<file path="src/rtl/comp_inv_if.sv">
// ----------------------------------------------------------------------------
// comp_inv_if - start/done handshake bundle for the cubic-term inverter.
//   start  : request pulse from the requester
//   y      : q22.8 cubic term to invert (sampled with an accepted start)
//   busy   : conversion in progress (held through the done cycle)
//   done   : one-cycle result-valid pulse
//   x      : recovered q7.0 angle, held until the next done
//   exact  : 43*x^3 == y for the delivered x, held with x
// master = requester side, slave = comp_inv side.
// ----------------------------------------------------------------------------
interface comp_inv_if #(
  parameter int XW = 7,
  parameter int YW = 30
);
  logic          start;
  logic [YW-1:0] y;
  logic          busy;
  logic          done;
  logic [XW-1:0] x;
  logic          exact;

  modport master (output start, y, input busy, done, x, exact);
  modport slave  (input start, y, output busy, done, x, exact);
endinterface

</file>
<file path="src/rtl/comp_inv.sv">
// ----------------------------------------------------------------------------
// comp_inv - inverse of the cubic-term generator.
// Recovers x = floor value such that 43*x^3 <= y from a q22.8 term y, using an
// MSB-first successive-approximation search. Each bit takes three cycles:
// square the trial, cube it, then scale by K and compare against the captured y.
//   clk : rising-edge clock
//   rst : asynchronous active-high reset (aborts any conversion in flight)
//   bus : comp_inv_if.slave (start, y, busy, done, x, exact)
// ----------------------------------------------------------------------------
module comp_inv #(
  parameter int          XW = 7,
  parameter int          YW = 30,
  parameter logic [5:0]  K  = 6'd43
) (
  input  logic       clk,
  input  logic       rst,
  comp_inv_if.slave  bus
);

  typedef enum logic [1:0] {
    IDLE = 2'd0,
    SQ   = 2'd1,
    CUBE = 2'd2,
    CMP  = 2'd3
  } state_t;

  state_t          r_state;
  state_t          w_next;
  logic [YW-1:0]   r_yr;
  logic [XW-1:0]   r_acc;
  logic [XW-1:0]   r_trial;
  logic [2:0]      r_i;
  logic [2*XW-1:0] r_sq;
  logic [3*XW-1:0] r_cube;
  logic            r_eq;
  logic [XW-1:0]   r_x;
  logic            r_exact;
  logic            r_done;
  logic            r_busy;

  logic [YW-1:0]   w_f;
  logic            w_keep;
  logic [XW-1:0]   w_acc_new;
  logic            w_eq_new;

  // K*cube as a constant shift-add; with K=43 the terms are <<5, <<3, <<1, <<0.
  always_comb begin
    w_f = '0;
    for (int b = 0; b < 6; b++) begin
      if (K[b]) begin
        w_f = w_f + (YW'(r_cube) << b);
      end else begin
        w_f = w_f;
      end
    end
  end

  // Compare decision for the current trial and the running exact-hit flag.
  // Once a kept trial hits y exactly, every later (larger) trial is rejected,
  // so the retained flag is the final answer.
  always_comb begin
    w_keep    = (w_f <= r_yr);
    w_acc_new = w_keep ? r_trial : r_acc;
    w_eq_new  = r_eq | (w_keep & (w_f == r_yr));
  end

  // State register.
  always_ff @(posedge clk or posedge rst) begin
    if (rst) begin
      r_state <= IDLE;
    end else begin
      r_state <= w_next;
    end
  end

  // Next-state logic.
  always_comb begin
    w_next = r_state;
    case (r_state)
      IDLE: begin
        if (bus.start) begin
          w_next = SQ;
        end else begin
          w_next = IDLE;
        end
      end
      SQ:   w_next = CUBE;
      CUBE: w_next = CMP;
      CMP: begin
        if (r_i != 3'd0) begin
          w_next = SQ;
        end else begin
          w_next = IDLE;
        end
      end
      default: w_next = IDLE;
    endcase
  end

  // Datapath and registered outputs.
  always_ff @(posedge clk or posedge rst) begin
    if (rst) begin
      r_yr    <= '0;
      r_acc   <= '0;
      r_trial <= '0;
      r_i     <= 3'd0;
      r_sq    <= '0;
      r_cube  <= '0;
      r_eq    <= 1'b0;
      r_x     <= '0;
      r_exact <= 1'b0;
      r_done  <= 1'b0;
      r_busy  <= 1'b0;
    end else begin
      r_done <= 1'b0;
      case (r_state)
        IDLE: begin
          // busy also covers the done cycle; a start on that edge keeps it high.
          r_busy <= bus.start;
          if (bus.start) begin
            r_yr    <= bus.y;
            r_acc   <= '0;
            r_i     <= 3'(XW - 1);
            r_trial <= XW'(1) << (XW - 1);
            // x=0 is exact only for y=0; no trial can ever detect that case.
            r_eq    <= (bus.y == '0);
          end
        end
        SQ: begin
          r_sq <= r_trial * r_trial;
        end
        CUBE: begin
          r_cube <= r_sq * (2*XW)'(r_trial);
        end
        CMP: begin
          r_acc <= w_acc_new;
          r_eq  <= w_eq_new;
          if (r_i != 3'd0) begin
            r_i     <= r_i - 3'd1;
            r_trial <= w_acc_new | (XW'(1) << (r_i - 3'd1));
          end else begin
            r_x     <= w_acc_new;
            r_exact <= w_eq_new;
            r_done  <= 1'b1;
          end
        end
        default: begin
          r_busy <= 1'b0;
        end
      endcase
    end
  end

  assign bus.busy  = r_busy;
  assign bus.done  = r_done;
  assign bus.x     = r_x;
  assign bus.exact = r_exact;

endmodule
</file>
<file path="src/flat_wrapper.sv">
// flat-port wrapper written by rule: the top's interface ports become plain ports
module comp_inv_flat 
#(
  parameter int          XW = 7,
  parameter int          YW = 30,
  parameter logic [5:0]  K  = 6'd43
)
  (clk, rst, bus_start, bus_y, bus_busy, bus_done, bus_x, bus_exact);
  comp_inv_if #(.XW(XW), .YW(YW)) bus_i ();
  input  logic clk;
  input  logic rst;
  input wire logic [$bits(bus_i.start)-1:0] bus_start;
  input wire logic [$bits(bus_i.y)-1:0] bus_y;
  output wire logic [$bits(bus_i.busy)-1:0] bus_busy;
  output wire logic [$bits(bus_i.done)-1:0] bus_done;
  output wire logic [$bits(bus_i.x)-1:0] bus_x;
  output wire logic [$bits(bus_i.exact)-1:0] bus_exact;
  assign bus_i.start = bus_start;
  assign bus_i.y = bus_y;
  assign bus_busy = bus_i.busy;
  assign bus_done = bus_i.done;
  assign bus_x = bus_i.x;
  assign bus_exact = bus_i.exact;
  comp_inv #(.XW(XW), .YW(YW), .K(K)) u_core (.clk(clk), .rst(rst), .bus(bus_i));
endmodule
</file>
<file path="config.mk">
export PLATFORM = sky130hd
export DESIGN_NAME = comp_inv_flat
export DESIGN_NICKNAME = d
export VERILOG_FILES = /design/src/rtl/comp_inv_if.sv /design/src/rtl/comp_inv.sv /design/src/flat_wrapper.sv
export SDC_FILE = /design/constraint.sdc
export NUM_CORES = 1
export LEC_CHECK = 0
export BUFFER_PORTS_ARGS = -buffer_cell sky130_fd_sc_hd__buf_2
export CORE_AREA = 2 2 177 222
export DETAILED_ROUTE_END_ITERATION = 10
export DIE_AREA = 0 0 179 224
export SLEW_MARGIN = 0
export SYNTH_ARGS = -nofsm -noshare
export SYNTH_HDL_FRONTEND = slang
export SYNTH_SLANG_ARGS = --single-unit
export TNS_END_PERCENT = 100
</file>
<file path="constraint.sdc">
create_clock -name clk -period 11.8 [get_ports clk]
set_input_delay 2.36 -clock clk [delete_from_list [all_inputs] [get_ports clk]]
set_output_delay 2.36 -clock clk [all_outputs]
set_load 0.03 [all_outputs]
</file>
==> tab_implementation.tex <==
\begin{tabular}{lr}
\hline
Metric & Value \\
\hline
\multicolumn{2}{l}{\textbf{Cells and area}} \\
\quad Area of combinational cells with multiple inputs & 0.008033 mm\^{}2 \\
\quad Net total in the final layout & 1,545 \\
\quad Post-layout instance area & 0.01233 mm\^{}2 \\
\quad Antenna cell count & 0 \\
\quad Layout cells sized above 1 & 0.1004 \\
\quad Layout overhead on the synthesized area & 9.449\% \\
\quad Final Util & 0.3251 \\
\quad Sequential cell area in the final layout & 0.002352 mm\^{}2 \\
\quad Count of fill cells added during filler insertion & 3,893 \\
\multicolumn{2}{l}{\textbf{Logic synthesis}} \\
\quad Post-Synthesis Cells & 1,256 \\
\quad Cell types with the highest counts after synthesis & inv\_1 (191), ha\_1 (142), nand2\_1 (116) \\
\quad Count of flip-flops with a built-in enable after synthesis & 0 \\
\quad Largest area contributor in the synthesized netlist & dfrtp\_1 \\
\quad Library cells used by synthesis & 69 \\
\quad Top-count cell post-synth & inv\_1 \\
\quad Yosys synthesis warning count & 0 \\
\quad Synthesized area per cell & 8.972 um\^{}2 \\
\quad Fraction of synthesized cell area taken by the top area cell type & 0.2087 \\
\quad Fraction of the yosys area taken by sequential cells & 0.2087 \\
\quad Cell area after synthesis & 0.01127 mm\^{}2 \\
\quad Proportion of register bits with asynchronous set or reset after synthesis & 1.000 \\
\quad FF+latch count, synth & 94 \\
\quad Largest cells by area after synthesis & dfrtp\_1 (21\%), fa\_1 (16\%), ha\_1 (16\%) \\
\quad Synth Flop Type & dfrtp\_1 \\
\multicolumn{2}{l}{\textbf{Hold path}} \\
\quad Hold endpoint & u\_core.bus.x[5]\$\_DFFE\_PP0P\_ \\
\quad Number of instances on the worst hold path & 2 \\
\quad Hold/Removal Path Class & register to register \\
\quad Worst min-delay path startpoint & u\_core.bus.x[5]\$\_DFFE\_PP0P\_ \\
\multicolumn{2}{l}{\textbf{CTS}} \\
\quad Clock slew at reported path FFs & 0.07 ns \\
\quad Number of cells upsized or downsized after cts & 0 \\
\quad Hold Buf Count CTS & 0 \\
\quad Clock latency on the worst-skew pair & 0.36 ns \\
\quad Post-CTS setup repair buffer count & 0 \\
\quad Clock buffer count from CTS & 9 \\
\quad Bufs on Longest Clock Path & 2 \\
\quad Clock tree from TritonCTS & built \\
\quad TritonCTS Sinks & 94 \\
\quad H-tree Lvls & 3 \\
\quad Clock tree root buffer cell & clkbuf\_16 \\
\multicolumn{2}{l}{\textbf{Setup path}} \\
\quad Data required time of the worst path & 12.01 ns \\
\quad Category of the worst setup path capture point & register \\
\quad Critical Path Source Type & register \\
\quad Register-to-register path setup slack & 5.44 ns \\
\quad Reg2Reg Capture Point & u\_core.bus.x[5]\$\_DFFE\_PP0P\_ \\
\quad Launching point of the worst reg2reg path & u\_core.r\_cube[1]\$\_DFFE\_PP0P\_ \\
\quad Top delay family on crit path & compound AO/OA/AOI/OAI gates \\
\quad Arrival time at the worst endpoint & 6.57 ns \\
\quad CP max FO & 35 \\
\quad Number of cells traversed by the worst register-to-register path & 30 \\
\quad Slowest cell on the critical path & fa\_1 \\
\quad CP peak stage delay & 0.43 ns \\
\quad Combined buffer and inverter count along the critical path & 3 \\
\quad Critical path startpoint & u\_core.r\_cube[1]\$\_DFFE\_PP0P\_ \\
\quad Critical path type & register to register \\
\multicolumn{2}{l}{\textbf{STA}} \\
\quad Max-slew violation total from the final report & 0 \\
\quad Unrepaired setup endpoints after global routing & no \\
\quad Worst Tran Pin Value & 0.9005 ns \\
\quad Final critical-path setup slack & 5.444 ns \\
\quad Setup violators final & 0 \\
\quad Fmax & 157.3 MHz \\
\quad Clock Skews & 0.01400 ns \\
\quad Max-Slew Margin vs Limit & 0.3975 \\
\quad Count of endpoints failing hold in the final timing report & 0 \\
\quad Final clock period utilization by the worst path & 0.5386 \\
\quad Min Clock Period, post-route & 6.356 ns \\
\quad Accumulated negative setup slack & 0 ns \\
\multicolumn{2}{l}{\textbf{Routing}} \\
\quad Final routed DRC violation total & 0 \\
\quad 1st-pass router iterations & 4 \\
\quad Antenna viol nets, final & 0 \\
\quad 1st-iter DRT viols & 337 \\
\quad Routed via count & 8,579 \\
\quad Total wirelength of the detailed-routed design & 23,790 um \\
\quad Vias per cell & 4.828 \\
\quad Per-cell routed wire length & 13.39 um \\
\multicolumn{2}{l}{\textbf{Flow run}} \\
\quad Max-capacitance violation count & 0 \\
\multicolumn{2}{l}{\textbf{Floorplan}} \\
\quad Floorplan row count & 80 \\
\quad Placeable core region & 0.03794 mm\^{}2 \\
\quad Width of the die & 179 um \\
\quad Count of pins on the block boundary & 43 \\
\quad DIE AREA & 0.04010 mm\^{}2 \\
\quad Die extent in y & 224 um \\
\quad Initial core utilization & 0.2970 \\
\multicolumn{2}{l}{\textbf{Placed design}} \\
\quad Count of buffers inserted at the top-level ports & 42 \\
\quad Detailed placer's ending HPWL & 19,220 um \\
\quad Placement-stage cell area & 0.01201 mm\^{}2 \\
\quad Worst slack, placed & 5.513 ns \\
\quad GPL Wtd Cong & 0.8249 \\
\multicolumn{2}{l}{\textbf{GRT}} \\
\quad Number of global-route vias before repair & 8,661 \\
\quad Sum of overflow across all layers after global routing & 0 \\
\quad Total routing usage reported by global routing & 0.1248 \\
\quad Number of antenna violations at the first check in global routing & 0 \\
\quad Largest net degree at the start of global routing & 65 \\
\quad Wire length of the first global-routing pass & 41,030 um \\
\multicolumn{2}{l}{\textbf{Outcome}} \\
\quad Result of the run & finished, final reports clean \\
\hline
\end{tabular}
-- stage by stage --
stage / hold WS [ns] / cells
2_1_floorplan: 0.4705 / 1257
4_1_cts: 0.4836 / 1777
3_5_place_dp: 0.4679 / 1761
5_1_grt: 0.5260 / 1777
3_3_place_gp: 0.4650 / 1761
6_report: 0.4787 / 1777
-- layer usage --
layer / part of all wire / global-route usage / vias to the layer above
li1: - / - / 4276
met1: 0.44 / 0.1534 / 4216
met2: 0.53 / 0.2268 / 69
met3: 0.017 / 0.01409 / 18
met4: 0.018 / 0.03593 / 0
met5: 0 / 0 / -
-- final cells by class --
cell class | count | share of cell area
Sequential cell | 94 | 0.1907
Multi-Input combinational cell | 931 | 0.6513
Clock buffer | 10 | 0.01857
Clock inverter | 6 | 0.007406
Inverter | 191 | 0.05833
Tap cell | 492 | 0.04991
Timing Repair Buffer | 53 | 0.02374
-- cells in the final DEF, fill, tap and decap left out, types with 15 or more instances in the layout --
cell	synthesis	routed
a21o_1	31	31
o21ai_0	53	53
mux2_2	37	37
ha_1	142	142
nor2_1	54	54
fa_1	90	90
and2_1	61	61
a21oi_1	53	53
nand2_1	116	116
xnor2_1	35	35
nor3_1	16	16
inv_1	191	190
nand2b_1	15	15
nand4_1	20	20
dfrtp_1	94	94
mux2i_1	15	15
buf_2	4	42
xor2_1	21	21
-- worst max path at each step --
stage | cells after the start | to | slack, ns
5_1_grt | 30 | u_core.bus.x[5]$_DFFE_PP0P_ | 4.90
6_report | 30 | u_core.bus.x[5]$_DFFE_PP0P_ | 5.44
4_1_cts | 30 | u_core.bus.x[6]$_DFFE_PP0P_ | 5.47
3_5_place_dp | 30 | u_core.bus.x[6]$_DFFE_PP0P_ | 5.51
3_3_place_gp | 30 | u_core.bus.x[6]$_DFFE_PP0P_ | 5.68
2_1_floorplan | 27 | u_core.bus.x[0]$_DFFE_PP0P_ | 6.06
-- logic make-up after synthesis --
kind of cell,count (synthesis),synth area share
XOR/XNOR,56,0.04353
other,2,0.0006665
adder cells (fa/ha/maj),232,0.3176
AO/OA/AOI/OAI,244,0.1482
AND/OR/NAND/NOR,344,0.1522
multiplexers,52,0.05030
buffers and inverters,232,0.07873
flip-flops,94,0.2088
-- registers in the layout, indices dropped and copies added (netlist names) --
name / count
u_core.r_yr: 30
u_core.r_i: 3
u_core.r_sq: 13
u_core.r_cube: 21
u_core.bus.x: 7
u_core.r_state: 2
u_core.r_trial: 7
u_core.r_acc: 7
u_core.bus.done: 1
u_core.bus.exact: 1
u_core.r_eq: 1
u_core.bus.busy: 1
-- tightest hold or removal path, delay by kind of cell, from the launching register on --
kind | cells | cell delay [ns]
AND/OR/NAND/NOR | 1 | 0.05
AO/OA/AOI/OAI | 1 | 0.06
flip-flops | 1 | 0.34
Power is not shown: default switching activity piles up to over one toggle a cycle in this logic, so the estimate is an artifact.
